<file path="src/rtl/striVe_uart_pkg.sv">
// Shared types and constants for the striVe UART receiver.
// Holds the receive FSM state encoding and the frame geometry.
package striVe_uart_pkg;

    typedef enum logic [2:0] {
        IDLE   = 3'd0,
        START  = 3'd1,
        DATA   = 3'd2,
        PARITY = 3'd3,
        STOP   = 3'd4
    } uart_rx_state_t;

    localparam int UART_DATA_BITS = 8;
    localparam int UART_MIN_DIV   = 2;
    localparam int UART_IDX_W     = $clog2(UART_DATA_BITS);

    // Even parity: the data bits plus the parity bit must XOR to zero.
    function automatic logic even_parity_bad(input logic [UART_DATA_BITS-1:0] data,
                                             input logic par_bit);
        return ^{data, par_bit};
    endfunction

endpackage

</file>
<file path="src/rtl/striVe_uart_rx_fifo.sv">
// Synchronous receive FIFO with count register and wrap-around pointers.
// A push on a full FIFO is dropped unless a pop happens in the same cycle.
module striVe_uart_rx_fifo #(
    parameter int DEPTH = 4,
    parameter int WIDTH = 8
) (
    input  logic             clk,
    input  logic             rst,
    input  logic             push_i,
    input  logic [WIDTH-1:0] data_i,
    input  logic             pop_i,
    output logic [WIDTH-1:0] data_o,
    output logic             full_o,
    output logic             empty_o,
    output logic             overflow_o
);
    localparam int AW = (DEPTH > 1) ? $clog2(DEPTH) : 1;
    localparam int CW = $clog2(DEPTH + 1);

    logic [WIDTH-1:0] mem_q [DEPTH];
    logic [AW-1:0]    wr_ptr_q;
    logic [AW-1:0]    rd_ptr_q;
    logic [CW-1:0]    count_q;
    logic             push_ok;
    logic             pop_ok;

    assign full_o     = (count_q == CW'(DEPTH));
    assign empty_o    = (count_q == '0);
    assign pop_ok     = pop_i & ~empty_o;
    assign push_ok    = push_i & (~full_o | pop_i);
    assign overflow_o = push_i & full_o & ~pop_i;
    assign data_o     = mem_q[rd_ptr_q];

    always_ff @(posedge clk or posedge rst) begin
        if (rst) begin
            for (int i = 0; i < DEPTH; i++) mem_q[i] <= '0;
            wr_ptr_q <= '0;
            rd_ptr_q <= '0;
            count_q  <= '0;
        end else begin
            // On full with simultaneous pop, wr_ptr equals rd_ptr: the head leaves as the new byte lands.
            if (push_ok) begin
                mem_q[wr_ptr_q] <= data_i;
                wr_ptr_q        <= wr_ptr_q + AW'(1);
            end
            if (pop_ok) rd_ptr_q <= rd_ptr_q + AW'(1);
            case ({push_ok, pop_ok})
                2'b10:   count_q <= count_q + CW'(1);
                2'b01:   count_q <= count_q - CW'(1);
                default: count_q <= count_q;
            endcase
        end
    end

endmodule

</file>
<file path="src/rtl/strive_uart_rx.sv">
// striVe UART receiver: synchronizer, bit-period down-counter, frame FSM, receive FIFO.
// Define STRIVE_UART_RX_PARITY_EN for 8E1 frames with a live parity_err; default is 8N1.
module strive_uart_rx
    import striVe_uart_pkg::*;
#(
    parameter int FIFO_DEPTH = 4,
    parameter int DIV_WIDTH  = 32
) (
    input  logic                 clk,
    input  logic                 rst,
    input  logic                 ser_rx,
    input  logic [DIV_WIDTH-1:0] cfg_divider,
    output logic                 rd_valid,
    input  logic                 rd_ready,
    output logic [7:0]           rd_data,
    output logic                 frame_err,
    output logic                 parity_err,
    output logic                 overflow
);
    logic                      rx_meta_q;
    logic                      rx_s_q;
    logic                      rx_prev_q;
    uart_rx_state_t            state_q;
    logic [DIV_WIDTH-1:0]      cnt_q;
    logic [UART_IDX_W-1:0]     bit_idx_q;
    logic [UART_DATA_BITS-1:0] shift_q;
    logic                      frame_err_q;
    logic                      overflow_q;
    logic [DIV_WIDTH-1:0]      div_eff;
    logic                      tick;
    logic                      par_bad;
    logic                      push;
    logic                      fifo_full;
    logic                      fifo_empty;
    logic                      fifo_ovf;

`ifdef STRIVE_UART_RX_PARITY_EN
    logic par_bad_q;
    logic parity_err_q;
    assign par_bad    = par_bad_q;
    assign parity_err = parity_err_q;
`else
    assign par_bad    = 1'b0;
    assign parity_err = 1'b0;
`endif

    assign div_eff = (cfg_divider < DIV_WIDTH'(UART_MIN_DIV)) ? DIV_WIDTH'(UART_MIN_DIV) : cfg_divider;
    assign tick    = (cnt_q == '0);
    assign push    = (state_q == STOP) & tick & rx_s_q & ~par_bad;

    always_ff @(posedge clk or posedge rst) begin
        if (rst) begin
            rx_meta_q <= 1'b1;
            rx_s_q    <= 1'b1;
            rx_prev_q <= 1'b1;
        end else begin
            rx_meta_q <= ser_rx;
            rx_s_q    <= rx_meta_q;
            rx_prev_q <= rx_s_q;
        end
    end

    always_ff @(posedge clk or posedge rst) begin
        if (rst) begin
            state_q     <= IDLE;
            cnt_q       <= '0;
            bit_idx_q   <= '0;
            shift_q     <= '0;
            frame_err_q <= 1'b0;
            overflow_q  <= 1'b0;
`ifdef STRIVE_UART_RX_PARITY_EN
            par_bad_q    <= 1'b0;
            parity_err_q <= 1'b0;
`endif
        end else begin
            frame_err_q <= 1'b0;
            overflow_q  <= fifo_ovf;
`ifdef STRIVE_UART_RX_PARITY_EN
            parity_err_q <= 1'b0;
`endif
            case (state_q)
                IDLE: begin
                    if (!rx_s_q && rx_prev_q) begin
                        cnt_q   <= (div_eff >> 1) - DIV_WIDTH'(1);
                        state_q <= START;
                    end
                end
                START: begin
                    if (tick) begin
                        if (rx_s_q) begin
                            state_q <= IDLE;
                        end else begin
                            cnt_q     <= div_eff - DIV_WIDTH'(1);
                            bit_idx_q <= '0;
                            state_q   <= DATA;
                        end
                    end else begin
                        cnt_q <= cnt_q - DIV_WIDTH'(1);
                    end
                end
                DATA: begin
                    if (tick) begin
                        shift_q[bit_idx_q] <= rx_s_q;
                        cnt_q              <= div_eff - DIV_WIDTH'(1);
                        if (bit_idx_q == UART_IDX_W'(UART_DATA_BITS - 1)) begin
`ifdef STRIVE_UART_RX_PARITY_EN
                            state_q <= PARITY;
`else
                            state_q <= STOP;
`endif
                        end else begin
                            bit_idx_q <= bit_idx_q + UART_IDX_W'(1);
                        end
                    end else begin
                        cnt_q <= cnt_q - DIV_WIDTH'(1);
                    end
                end
`ifdef STRIVE_UART_RX_PARITY_EN
                PARITY: begin
                    if (tick) begin
                        par_bad_q <= even_parity_bad(shift_q, rx_s_q);
                        cnt_q     <= div_eff - DIV_WIDTH'(1);
                        state_q   <= STOP;
                    end else begin
                        cnt_q <= cnt_q - DIV_WIDTH'(1);
                    end
                end
`endif
                STOP: begin
                    // Returning to IDLE at mid-stop lets an immediately following start edge be caught.
                    if (tick) begin
                        if (!rx_s_q) frame_err_q <= 1'b1;
`ifdef STRIVE_UART_RX_PARITY_EN
                        else if (par_bad_q) parity_err_q <= 1'b1;
                        par_bad_q <= 1'b0;
`endif
                        state_q <= IDLE;
                    end else begin
                        cnt_q <= cnt_q - DIV_WIDTH'(1);
                    end
                end
                default: state_q <= IDLE;
            endcase
        end
    end

    striVe_uart_rx_fifo #(
        .DEPTH (FIFO_DEPTH),
        .WIDTH (UART_DATA_BITS)
    ) u_fifo (
        .clk        (clk),
        .rst        (rst),
        .push_i     (push),
        .data_i     (shift_q),
        .pop_i      (rd_ready),
        .data_o     (rd_data),
        .full_o     (fifo_full),
        .empty_o    (fifo_empty),
        .overflow_o (fifo_ovf)
    );

    assign rd_valid  = ~fifo_empty;
    assign frame_err = frame_err_q;
    assign overflow  = overflow_q;

    logic unused_full;
    assign unused_full = fifo_full;

endmodule

</file>
<file path="config.mk">
export PLATFORM = sky130hd
export DESIGN_NAME = strive_uart_rx
export DESIGN_NICKNAME = d
export VERILOG_FILES = /design/src/rtl/striVe_uart_pkg.sv /design/src/rtl/striVe_uart_rx_fifo.sv /design/src/rtl/strive_uart_rx.sv
export SDC_FILE = /design/constraint.sdc
export NUM_CORES = 1
export LEC_CHECK = 0
export BUFFER_PORTS_ARGS = -buffer_cell sky130_fd_sc_hd__clkbuf_2
export CORE_MARGIN = 2
export CORE_UTILIZATION = 45
export CTS_BUF_LIST = sky130_fd_sc_hd__clkbuf_8
export CTS_CLUSTER_SIZE = 24
export DETAILED_ROUTE_END_ITERATION = 10
export PLACE_DENSITY = 0.64
export SLEW_MARGIN = 10
export SYNTH_ARGS = -nofsm -noshare
export SYNTH_HDL_FRONTEND = slang
export SYNTH_HIERARCHICAL = 1
export SYNTH_SLANG_ARGS = --single-unit
</file>
<file path="constraint.sdc">
create_clock -name clk -period 3.75 [get_ports clk]
set_clock_uncertainty 0.05 [all_clocks]
set_input_delay 0.375 -clock clk [delete_from_list [all_inputs] [get_ports clk]]
set_output_delay 0.375 -clock clk [all_outputs]
set_load 0.01 [all_outputs]
</file>
## Yosys cells after proc, flatten, opt, wreduce, memory -nomap -nowiden

Cells that the tools add are included.

- $add $sub $neg: 8
- Order comparisons: 6
- Eq/ne operators: 16
- Mux-type cells: 32
- Bitwise logic cells: 12
- Reduce and logical (&&, ||, !) cells: 14

Operator list:

| operator | count |
|---|---|
| $mux W32 | 6 |
| $pmux W32 S4 | 1 |
| $sub A32 B1 Y32 const B | 2 |
| $bwmux W32 | 1 |
| $logic_not A32 Y1 | 1 |
| $lt A32 B2 Y1 const B | 1 |
| $sub A31 B1 Y32 const B | 1 |
| $mux W3 | 9 |
| $mux W8 | 3 |
| $bmux W8 S2 | 1 |
| $demux W8 S2 | 1 |
| $ne A2 B2 Y1 const B | 8 |
| $pmux W3 S2 | 2 |
| $pmux W3 S4 | 1 |
| $reduce_and A5 Y1 | 2 |
| $eq A3 B3 Y1 const B | 3 |
| $bwmux W8 | 1 |
| $add A3 B1 Y3 const B | 2 |
| $and A1 B1 Y1 | 6 |
| $ge A3 B3 Y1 const B | 2 |
| $logic_not A3 Y1 | 2 |
| $not A2 Y3 | 2 |
| $add A2 B1 Y2 const B | 2 |
| $lt A3 B4 Y1 const B | 1 |
| other kinds (19) | 27 |

- Bits in registers: 90
- Bits of input ports: 36
- Output and inout port bits: 12
- Logic and storage cells: 104

## Depth between registers and ports, before layout

Gate-level depths: netlist of run 1.

- Depth after elaboration: 6
- Mapped depth: 15

## Cells and area by module

Netlist of run 1, hierarchy kept.

Modules (own cells, without submodules):

| module | instances | cells an instance | area an instance (µm²) |
|---|---|---|---|
| strive_uart_rx | 1 | 601 | 4601.9 |
| striVe_uart_rx_fifo | 1 | 117 | 1813.0 |

## Worst setup path before layout of run 1

No wires, ideal clock.

- Path kind: input to register
- From: in cfg_divider[25]
- To: reg cnt_q[18]
- Library setup time: 0.126 ns
- Arrival time: 3.964 ns
- Data required time: 3.574 ns
- Slack: -0.390 ns
- Stages: 15
- Path buffers: 3
- Path through: buf_2 > or4_1 > or4_1 > buf_2 > o31a_1 > inv_2 > buf_4 > ha_1 > nor3b_1 > nand3_1 > nor2_1 > xnor2_1 > a21oi_1 > a21o_1 > a221o_1

- Longest elaborated chain between the ends: 6
- Elaborated cells on any way between the ends: 9

RTL lines:

| what | line | source |
|---|---|---|
| start, declared | strive_uart_rx.sv:12 | `input logic [DIV_WIDTH-1:0] cfg_divider,` |
| $lt A32 B2 Y1 (*) | strive_uart_rx.sv:47 | `assign div_eff = (cfg_divider < DIV_WIDTH'(UART_MIN_DIV)) ? DIV_WIDTH'(UART_MIN_DIV) : cfg_divider;` |
| $mux W32 (*) | strive_uart_rx.sv:47 |  |
| $sub A32 B1 Y32 | strive_uart_rx.sv:93, strive_uart_rx.sv:104 |  |
| $mux W32 | strive_uart_rx.sv:90 | `if (rx_s_q) begin` |
| $mux W32 | strive_uart_rx.sv:89 | `if (tick) begin` |
| $pmux W32 S4 (*) | strive_uart_rx.sv:81 | `case (state_q)` |
| end signal, assigned | strive_uart_rx.sv:84 | `cnt_q <= (div_eff >> 1) - DIV_WIDTH'(1);` |
| end signal, assigned | strive_uart_rx.sv:93 | `cnt_q <= div_eff - DIV_WIDTH'(1);` |
| end signal, assigned | strive_uart_rx.sv:104 | `cnt_q <= div_eff - DIV_WIDTH'(1);` |
| end, declared | strive_uart_rx.sv:24 | `logic [DIV_WIDTH-1:0] cnt_q;` |

Mark *: on every way between the ends. The rest lies on a longest branch, timed or not. The select of a mux whose other input is x is not followed.
A chain may end at the register's enable or synchronous reset.

## Worst setup path after layout of run 1

- From: reg cnt_q[1]
- To: reg u_fifo.count_q[2]

- Longest elaborated chain between the ends: 6
- Elaborated cells on any way between the ends: 8

RTL lines:

| what | line | source |
|---|---|---|
| start signal, assigned | strive_uart_rx.sv:84 |  |
| start signal, assigned | strive_uart_rx.sv:93 |  |
| start signal, assigned | strive_uart_rx.sv:98 | `cnt_q <= cnt_q - DIV_WIDTH'(1);` |
| $logic_not A32 Y1 (*) | strive_uart_rx.sv:48 | `assign tick = (cnt_q == '0);` |
| $and A1 B1 Y1 (*) (2 in a row) | strive_uart_rx.sv:49 | `assign push = (state_q == STOP) & tick & rx_s_q & ~par_bad;` |
| net push | strive_uart_rx.sv:32 | `logic push;` |
| $and A1 B1 Y1 (*) | striVe_uart_rx_fifo.sv:30 | `assign push_ok = push_i & (~full_o \| pop_i);` |
| $eq A2 B1 Y1 or $eq A2 B2 Y1 (tied branches) | striVe_uart_rx_fifo.sv:47 | `case ({push_ok, pop_ok})` |
| $pmux W3 S2 or $reduce_bool A2 Y1 (tied branches) | n/a |  |
| end signal, assigned | striVe_uart_rx_fifo.sv:48 | `2'b10: count_q <= count_q + CW'(1);` |
| end signal, assigned | striVe_uart_rx_fifo.sv:49 | `2'b01: count_q <= count_q - CW'(1);` |
| end signal, assigned | striVe_uart_rx_fifo.sv:50 | `default: count_q <= count_q;` |
| end, declared | striVe_uart_rx_fifo.sv:23 | `logic [CW-1:0] count_q;` |

Mark *: on every way through the listed nets, which the timed path passes. The rest lies on a longest branch.

==> flow_summary_export.csv, run 1 <==
group,metric,value,unit
run_status,outcome,"finished, final reports clean",
drt,wl_per_cell,19.06,um
sta,setup_tns,0,ns
sta,hold_viol_final,0,
sta,finalMaxSlewViolations,0,
critical_path,start_kind,"register",
drt,wl,18.14,mm
critical_path,r2r-start,"cnt_q[1]",
drt,first_pass_iters,5,
critical_path,r2r_cells,13,
drt,final_antenna_net_count,0,
die,coreArea,13880,um^2
worst_hold_path,holdPathEnd,"rx_meta_q",
die,start_util,46.17,%
critical_path,cp_num_buf_inv,2,
global_routing,grt_max_degree,44,
clocking,htreeDepth,3,
final_layout,fill_cells,1333,
clocking,cts_sinks,90,
drt,wl_met3,1.225,mm
synthesis,synth_area_per_cell,8.938,um^2
sta,finalCriticalPeriod,3.530,ns
critical_path,crit_fanout,6,
clocking,cts_inserted_buffers,9,
synthesis,synth_fp_nets,764,
synthesis,yosys_warnings,6,
clocking,cts-resized-gates,0,
critical_path,critPathMaxStageDelay,0.59,ns
clocking,cts_buffer_depth,2,
sta,fmax,283.3,MHz
sta,grt_setup_unrepaired,"false",
global_routing,grt_pass1_wl,29.71,mm
critical_path,reg2reg_to,"u_fifo/count_q[2]",
final_layout,post-route-util,51.78,%
clocking,ctsHoldBuffers,0,
final_layout,diodes,0,
final_layout,drive_gt1_share,23.70,%
global_routing,grt_pass1_vias,5685,
sta,setup_viol,0,
final_layout,layout-area-overhead-vs-synth,12.16,%
sta,fin_ws,0.2203,ns
placed_design,portBuffers,46,
drt,met2_length,8.359,mm
clocking,clock-root-buffer,"clkbuf_8",
placed_design,hpwl,13.53,mm
die,dieArea,15210,um^2
clocking,path_clk_slew,0.11,ns
critical_path,critPathKind,"register to register",
clocking,cts_tree,"built",
placed_design,dp_slack,0.1110,ns
worst_hold_path,hp-class,"input pin to register",
sta,post-route-period-util,94.13,%
die,row_count,43,
placed_design,gp_congestion,0.9438,
critical_path,crit_family,"simple AND/OR/NAND/NOR gates",
die,die_w,123.3,um
power,powerDensity,395.3,nW/um^2
drt,wl_met1,7.994,mm
final_layout,fin_nets,814,
critical_path,crit_chain,"inv_1 > ha_1 > or3b_4 > or4_1 > nor4_4 > and3_1 > or2b_2 > ha_1 > inv_1 > fa_1 > xor2_1 > nor2_1 > xor2_1",
critical_path,worstPathRequired,3.98,ns
global_routing,overflow,0,
power,power,2.841,mW
die,ios,48,
worst_hold_path,worstHoldStart,"ser_rx",
clocking,post_cts_buffers,0,
drt,top_layer,"met4",
sta,worstMarginPinSlew,1.015,ns
drt,num_vias,5772,
critical_path,crit_slowest_cell,"or4_1",
critical_path,arrival,3.76,ns
critical_path,r2r_slack,0.22,ns
synthesis,synth_area,6409,um^2
sta,relSlewSlack,32.21,%
drt,first_iter_violations,498,
synthesis,syn-instance-count,717,
global_routing,grt_antenna_before_repair,0,
global_routing,gr-usage-all-layers,25.22,%
drt,viasPerCell,6.063,
worst_hold_path,min_path_cells,1,
clocking,clk_latency,0.38,ns
run,drv_cap,0,
critical_path,critPathCaptureType,"register",
power,ir_worst_vdd,0.1800,mV
die,die-height,123.3,um
drt,drc,0,
power,total_leakage_power,2.914,nW
worst max path at each step:
stage	start	to	slack, ns	cells after the start
2_1_floorplan	cfg_divider[25]	cnt_q[18]	-0.05	15
3_3_place_gp	cfg_divider[3]	cnt_q[31]	0.18	13
3_5_place_dp	cfg_divider[26]	cnt_q[18]	0.11	13
4_1_cts	cnt_q[1]	u_fifo/count_q[2]	0.21	13
5_1_grt	cnt_q[0]	u_fifo/count_q[2]	0.05	13
6_report	cnt_q[1]	u_fifo/count_q[2]	0.22	13
state kept, by name, indices dropped and copies added, names as in the netlist:
name,flops
bit_idx_q,3
cnt_q,32
frame_err,1
overflow,1
rx_meta_q,1
rx_prev_q,1
rx_s_q,1
shift_q,8
state_q,3
u_fifo/count_q,3
u_fifo/mem_q,32
u_fifo/rd_ptr_q,2
u_fifo/wr_ptr_q,2
layout by cell type (no fill, tap or decap), drive strengths merged, types with 6 or more instances in the layout:
master,count
xor2,24
or3,11
nor2,60
o21ai,50
clkbuf,55
or2,8
or4,15
nor4,27
mux2,41
o211ai,11
nor3,41
inv,22
mux4,8
o22ai,11
nand2b,6
and2,7
nand2,66
dfrtp,87
buf,39
nand3,13
a31oi,10
a21oi,30
nand4,7
ha,10
a22o,6
xnor2,42
metal layers:
| metal | GRT usage (%) | vias up |
|---|---|---|
| li1 | - | 2714 |
| met1 | 33.19 | 2762 |
| met3 | 4.659 | 41 |
| met4 | 9.659 | 0 |
| met2 | 41.21 | 255 |
| met5 | 0 | - |
where the power goes:
part	internal, mW	total [mW]	leakage [nW]	switching (mW)
Sequential	1.14	1.39	1.18	0.256
Clock	0.268	0.676	0.103	0.408
Combinational	0.378	0.773	1.63	0.395
metrics by stage:
stage                     instance area [um^2]  hold WS [ns]  cells
after global placement                    6988        0.2965    936
after floorplan                           6432        0.2952    717
final                                     7188       0.03052    952
after CTS                                 7188       0.01163    952
after detailed placement                  6988        0.2991    936
after global routing                      7188       0.01233    952
layout make-up:
class                           count  area [um^2]  share of cell area (%)
Multi-Input combinational cell    564         3908                   54.36
Sequential cell                    90         2256                   31.38
Timing Repair Buffer               85        535.5                   7.450
Tap cell                          180        225.2                   3.133
Clock buffer                        9        123.9                   1.723
Clock inverter                      7        76.32                   1.062
Inverter                           17        63.81                  0.8877
(Power assumes the default switching activity.)
==> run 2, diff against run 1 <==
Settings changed: CORE_ASPECT_RATIO set to 0.7.
==> run 2 against run 1 <==
Compared with the run above:
- register-to-register slack about the same
- die area increased by 0.10%
- combinational power rose by 2%
- critical path depth is 1 higher
- non-clock buffer count is 10 higher
- sequential cell count did not move
- setup slack lost 0.0057 ns
- count of clock-buffer cells in the layout unchanged
- clock power is essentially flat
- final cell count up 2.1%
- critical endpoint is now cnt_q[31]
- largest power group unchanged
- highest routed layer unchanged
==> flow_summary_export.csv, run 2 (synthesis results as in run 1) <==
group,metric,value,unit
die,coreArea,13920,um^2
sta,post-route-period-util,94.28,%
final_layout,stdcell_area,7287,um^2
sta,relSlewSlack,33.38,%
drt,viasPerCell,6.142,
power,comb_power_share,27.6,%
die,dieArea,15230,um^2
sta,worstMarginPinSlew,0.9979,ns
sta,setup_viol,0,
final_layout,instances_no_fill,972,
worst_hold_path,min_path_cells,1,
critical_path,start_kind,"input pin",
final_layout,drive_gt1_share,24.94,%
sta,finalMaxSlewViolations,0,
drt,drc,0,
sta,fmax,282.9,MHz
power,p_int,1.787,mW
final_layout,fill_cells,1301,
run_status,outcome,"finished, final reports clean",
die,row_count,36,
global_routing,grt_pass1_wl,31.48,mm
power,total_leakage_power,2.959,nW
power,powerDensity,392.9,nW/um^2
placed_design,dp_slack,-0.1168,ns
drt,first_pass_iters,5,
final_layout,post-route-util,52.36,%
power,seq_power_share,48.8,%
placed_design,hpwl,15.19,mm
die,die-height,103.8,um
critical_path,r2r_cells,13,
global_routing,overflow,0,
clocking,ctsHoldBuffers,0,
clocking,clock-root-buffer,"clkbuf_8",
die,start_util,46.04,%
clocking,cts_sinks,90,
global_routing,grt_antenna_before_repair,0,
global_routing,gr-usage-all-layers,26.39,%
clocking,cts_buffer_depth,2,
clocking,cts-resized-gates,0,
clocking,clk_latency,0.38,ns
die,die_w,146.6,um
placed_design,dp.cells,956,
critical_path,arrival,3.79,ns
global_routing,grt_pass1_vias,5640,
sta,grt_setup_unrepaired,"false",
power,p_sw_share,37.59,%
critical_path,worstPathRequired,4.00,ns
sta,hold_viol_final,0,
clocking,htreeDepth,3,
placed_design,postPlaceCellArea,7076,um^2
power,ir_worst_vdd,0.2558,mV
drt,final_antenna_net_count,0,
final_layout,final_common_cell,"dfrtp_1",
power,power,2.863,mW
clocking,post_cts_buffers,0,
final_layout,top_regs,"cnt_q (32), u_fifo/mem_q (32), shift_q (8)",
critical_path,critPathKind,"input pin to register",
drt,num_vias,5970,
global_routing,grt_max_degree,46,
worst_hold_path,hp-class,"input pin to register",
drt,wl,19.63,mm
sta,finalCriticalPeriod,3.535,ns
power,power_switching,1.076,mW
power,p_clk_share,23.6,%
placed_design,gp_congestion,1.039,
drt,first_iter_violations,557,
clocking,path_clk_slew,0.09,ns
placed_design,portBuffers,46,
clocking,cts_tree,"built",
drt,wl_per_cell,20.20,um
sta,fin_ws,0.2146,ns
critical_path,critPathCaptureType,"register",
clocking,cts_inserted_buffers,9,
final_layout,diodes,0,
die,ios,48,
critical_path,crit_fanout,10,
final_layout,fin_nets,824,
final_layout,layout-area-overhead-vs-synth,13.71,%
final_layout,final_cell_mix,"dfrtp_1 (87), nand2_1 (66), nor2_1 (55)",
run,drv_cap,0,
run 2: cell types whose count changed in the layout (fill, tap and decap cells not counted), sizes merged:
cell    previous run  this run
inv               22        21
buf               39        49
clkinv             2         3
run 2: power groups by stage:
stage	clock network (mW)	logic [mW]	registers, mW
after CTS	0.696	0.784	1.39
after global placement	0	0.758	1.39
after floorplan	0	0.633	1.30
after detailed placement	0	0.779	1.41
final	0.676	0.791	1.40
after global routing	0.733	0.870	1.43
run 2: worst paths after layout:
path | endpoint | slack (ns) | from
max reg2reg | u_fifo/count_q[2] | 0.23 | cnt_q[0]
min | rx_meta_q | 0.03 | ser_rx
min reg2reg | rx_s_q | 0.32 | rx_meta_q
max in group asynchronous | cnt_q[1] | 2.80 | rst
max | cnt_q[31] | 0.21 | cfg_divider[11]
min in group asynchronous | u_fifo/mem_q[6] | 0.06 | rst
run 2: routing by layer:
layer | vias up | part of all wire (%) | track usage (%)
met1 | 2958 | 48 | 41.00
li1 | 2728 | - | -
met3 | 19 | 9.8 | 7.930
met4 | 0 | 1.1 | 5.617
met5 | - | 0 | 0
met2 | 265 | 41 | 35.71
run 2: critical path: stages:
cell and delay [ns]:
clkbuf_2 0.17, nor4_1 0.12, buf_4 0.16, and4_1 0.19, a31oi_1 0.43, ha_1 0.30
nand2b_1 0.12, or3_1 0.53, buf_4 0.22, nor4_1 0.45, nand2_1 0.13, xnor2_1 0.32
a22oi_1 0.13, o21ai_1 0.13
run 2: layout make-up:
class	count	area [um^2]	area share [%]
Clock buffer	9	123.9	1.700
Clock inverter	7	78.83	1.082
Inverter	17	63.81	0.8757
Multi-Input combinational cell	564	3916	53.74
Sequential cell	90	2256	30.96
Tap cell	190	237.7	3.262
Timing Repair Buffer	95	610.6	8.379
run 2: stage by stage:
stage | hold WS, ns | setup TNS [ns]
6_report | 0.03496 | 0
2_1_floorplan | 0.2952 | -0.04544
3_5_place_dp | 0.2999 | -0.5269
3_3_place_gp | 0.3032 | -0.06811
4_1_cts | 0.01867 | 0
5_1_grt | 0.001327 | 0
==> run 3, diff against run 2 <==
Settings changed: PLACE_DENSITY 0.64 to 0.62.
Clock period 3.75 ns to 3.8 ns, I/O delays scaled along.
==> run 3 against run 2 <==
Compared with the run above:
- non-clock buffer count is 5 higher
- sequential power hardly changed
- sequential cell count stayed put
- global-route usage is 0.20 points lower
- utilization is 0.21 points higher
- clock power is 1% lower
- via count is 1.1% lower
- routed wire length is 1.3% lower
- total power is 1.3% lower
- final area is 0.39% higher
- setup slack better by 0.067 ns
- hold slack better by 0.28 ns
- largest power group unchanged
- highest routed layer unchanged
==> flow_summary_export.csv, run 3 (synthesis results as in run 1) <==
group,metric,value,unit
run_status,outcome,"finished, final reports clean",
final_layout,fill_cells,1286,
critical_path,crit_slowest_cell,"or4_1",
drt,wl_met3,2.160,mm
worst_hold_path,holdPathEnd,"rx_s_q",
power,powerDensity,386.2,nW/um^2
die,dieArea,15230,um^2
power,ir_worst_vdd,0.1686,mV
sta,finalCriticalPeriod,3.518,ns
clocking,path_clk_slew,0.10,ns
sta,relSlewSlack,17.31,%
final_layout,diodes,0,
sta,post-route-period-util,92.59,%
clocking,cts_buffer_depth,2,
critical_path,crit_fanout,6,
clocking,cts_inserted_buffers,9,
critical_path,critPathMaxStageDelay,0.58,ns
critical_path,crit_chain,"inv_1 > ha_1 > or3b_4 > or4_1 > nor4_4 > and3_1 > or2b_2 > ha_1 > inv_1 > fa_1 > xor2_1 > nor2_1 > xor2_1",
run,drv_cap,0,
critical_path,cp_num_buf_inv,2,
die,ios,48,
drt,met2_length,7.605,mm
worst_hold_path,min_path_cells,0,
critical_path,r2r_slack,0.28,ns
critical_path,crit_family,"simple AND/OR/NAND/NOR gates",
power,total_leakage_power,2.983,nW
final_layout,fin_nets,829,
sta,grt_setup_unrepaired,"false",
clocking,htreeDepth,3,
placed_design,postPlaceCellArea,7098,um^2
drt,first_pass_iters,5,
global_routing,gr-usage-all-layers,26.18,%
drt,top_layer,"met4",
sta,setup_viol,0,
die,start_util,46.04,%
drt,first_iter_violations,593,
final_layout,top_regs,"cnt_q (32), u_fifo/mem_q (32), shift_q (8)",
final_layout,stdcell_area,7316,um^2
drt,wl_per_cell,19.84,um
clocking,cts-resized-gates,0,
critical_path,arrival,3.74,ns
global_routing,overflow,0,
drt,wl_met1,9.334,mm
clocking,post_cts_buffers,0,
sta,hold_viol_final,0,
die,die-height,103.8,um
clocking,clk_latency,0.39,ns
worst_hold_path,worstHoldStart,"rx_meta_q",
critical_path,r2r-start,"cnt_q[0]",
drt,drc,0,
critical_path,critPathKind,"register to register",
global_routing,grt_antenna_before_repair,0,
critical_path,r2r_cells,13,
final_layout,final_cell_mix,"dfrtp_1 (87), nand2_1 (66), nor2_1 (55)",
clocking,clock-root-buffer,"clkbuf_8",
power,power,2.826,mW
placed_design,portBuffers,46,
sta,worstMarginPinSlew,1.240,ns
worst_hold_path,hp-class,"register to register",
die,row_count,36,
critical_path,critPathCaptureType,"register",
sta,finalMaxSlewViolations,0,
clocking,cts_tree,"built",
critical_path,reg2reg_to,"u_fifo/count_q[2]",
clocking,ctsHoldBuffers,1,
clocking,cts_sinks,90,
final_layout,final_common_cell,"dfrtp_1",
placed_design,gp_congestion,0.9531,
final_layout,layout-area-overhead-vs-synth,14.15,%
die,die_w,146.6,um
placed_design,hpwl,14.90,mm
global_routing,grt_max_degree,39,
drt,num_vias,5902,
critical_path,start_kind,"register",
drt,final_antenna_net_count,0,
global_routing,grt_pass1_vias,5621,
final_layout,post-route-util,52.56,%
drt,viasPerCell,6.041,
final_layout,drive_gt1_share,24.90,%
die,coreArea,13920,um^2
global_routing,grt_pass1_wl,31.28,mm
sta,fmax,284.2,MHz
drt,wl,19.39,mm
critical_path,worstPathRequired,4.02,ns
==> run 3: power breakdown <==
part | switching, mW | leakage (nW) | total [mW] | internal (mW)
Clock | 0.408 | 0.101 | 0.669 | 0.261
Sequential | 0.254 | 1.18 | 1.38 | 1.12
Combinational | 0.402 | 1.71 | 0.780 | 0.378
Total | 1.06 | 2.98 | 2.83 | 1.76
==> run 3: layer usage <==
metal,vias to the layer above,track usage [%]
met1,2848,41.12
met5,-,0
met4,0,5.756
met2,289,34.78
met3,28,7.930
li1,2737,-
==> run 3: final cells by class <==
type	count	area, um^2	share of cell area (%)
multi-input cells	564	3908	53.41
flip-flops and latches	90	2256	30.84
repair buffers	100	653.1	8.928
well taps	190	237.7	3.250
clock buffers	9	123.9	1.693
clock inverters	7	73.82	1.009
inverters	17	63.81	0.8722
==> run 3: how the worst max path moves through the flow <==
stage	start	slack, ns	end	cells after the start
4_1_cts	cnt_q[0]	0.28	u_fifo/count_q[2]	13
5_1_grt	cnt_q[1]	0.08	u_fifo/count_q[2]	13
3_3_place_gp	cfg_divider[10]	0.14	cnt_q[25]	13
6_report	cnt_q[0]	0.28	u_fifo/count_q[2]	13
3_5_place_dp	cfg_divider[26]	0.18	cnt_q[18]	13
2_1_floorplan	cfg_divider[25]	-0.0004	cnt_q[18]	15
==> run 3: per-stage QoR <==
step	cells	worst slack, ns	hold WS, ns	setup TNS, ns
final	977	0.2815	0.3130	0
after global routing	977	0.07916	0.3230	0
after CTS	976	0.2806	0.01402	0
after detailed placement	959	0.1842	0.2615	0
after global placement	959	0.1423	0.2500	0
after floorplan	717	-0.0004430	0.2952	-0.0004430
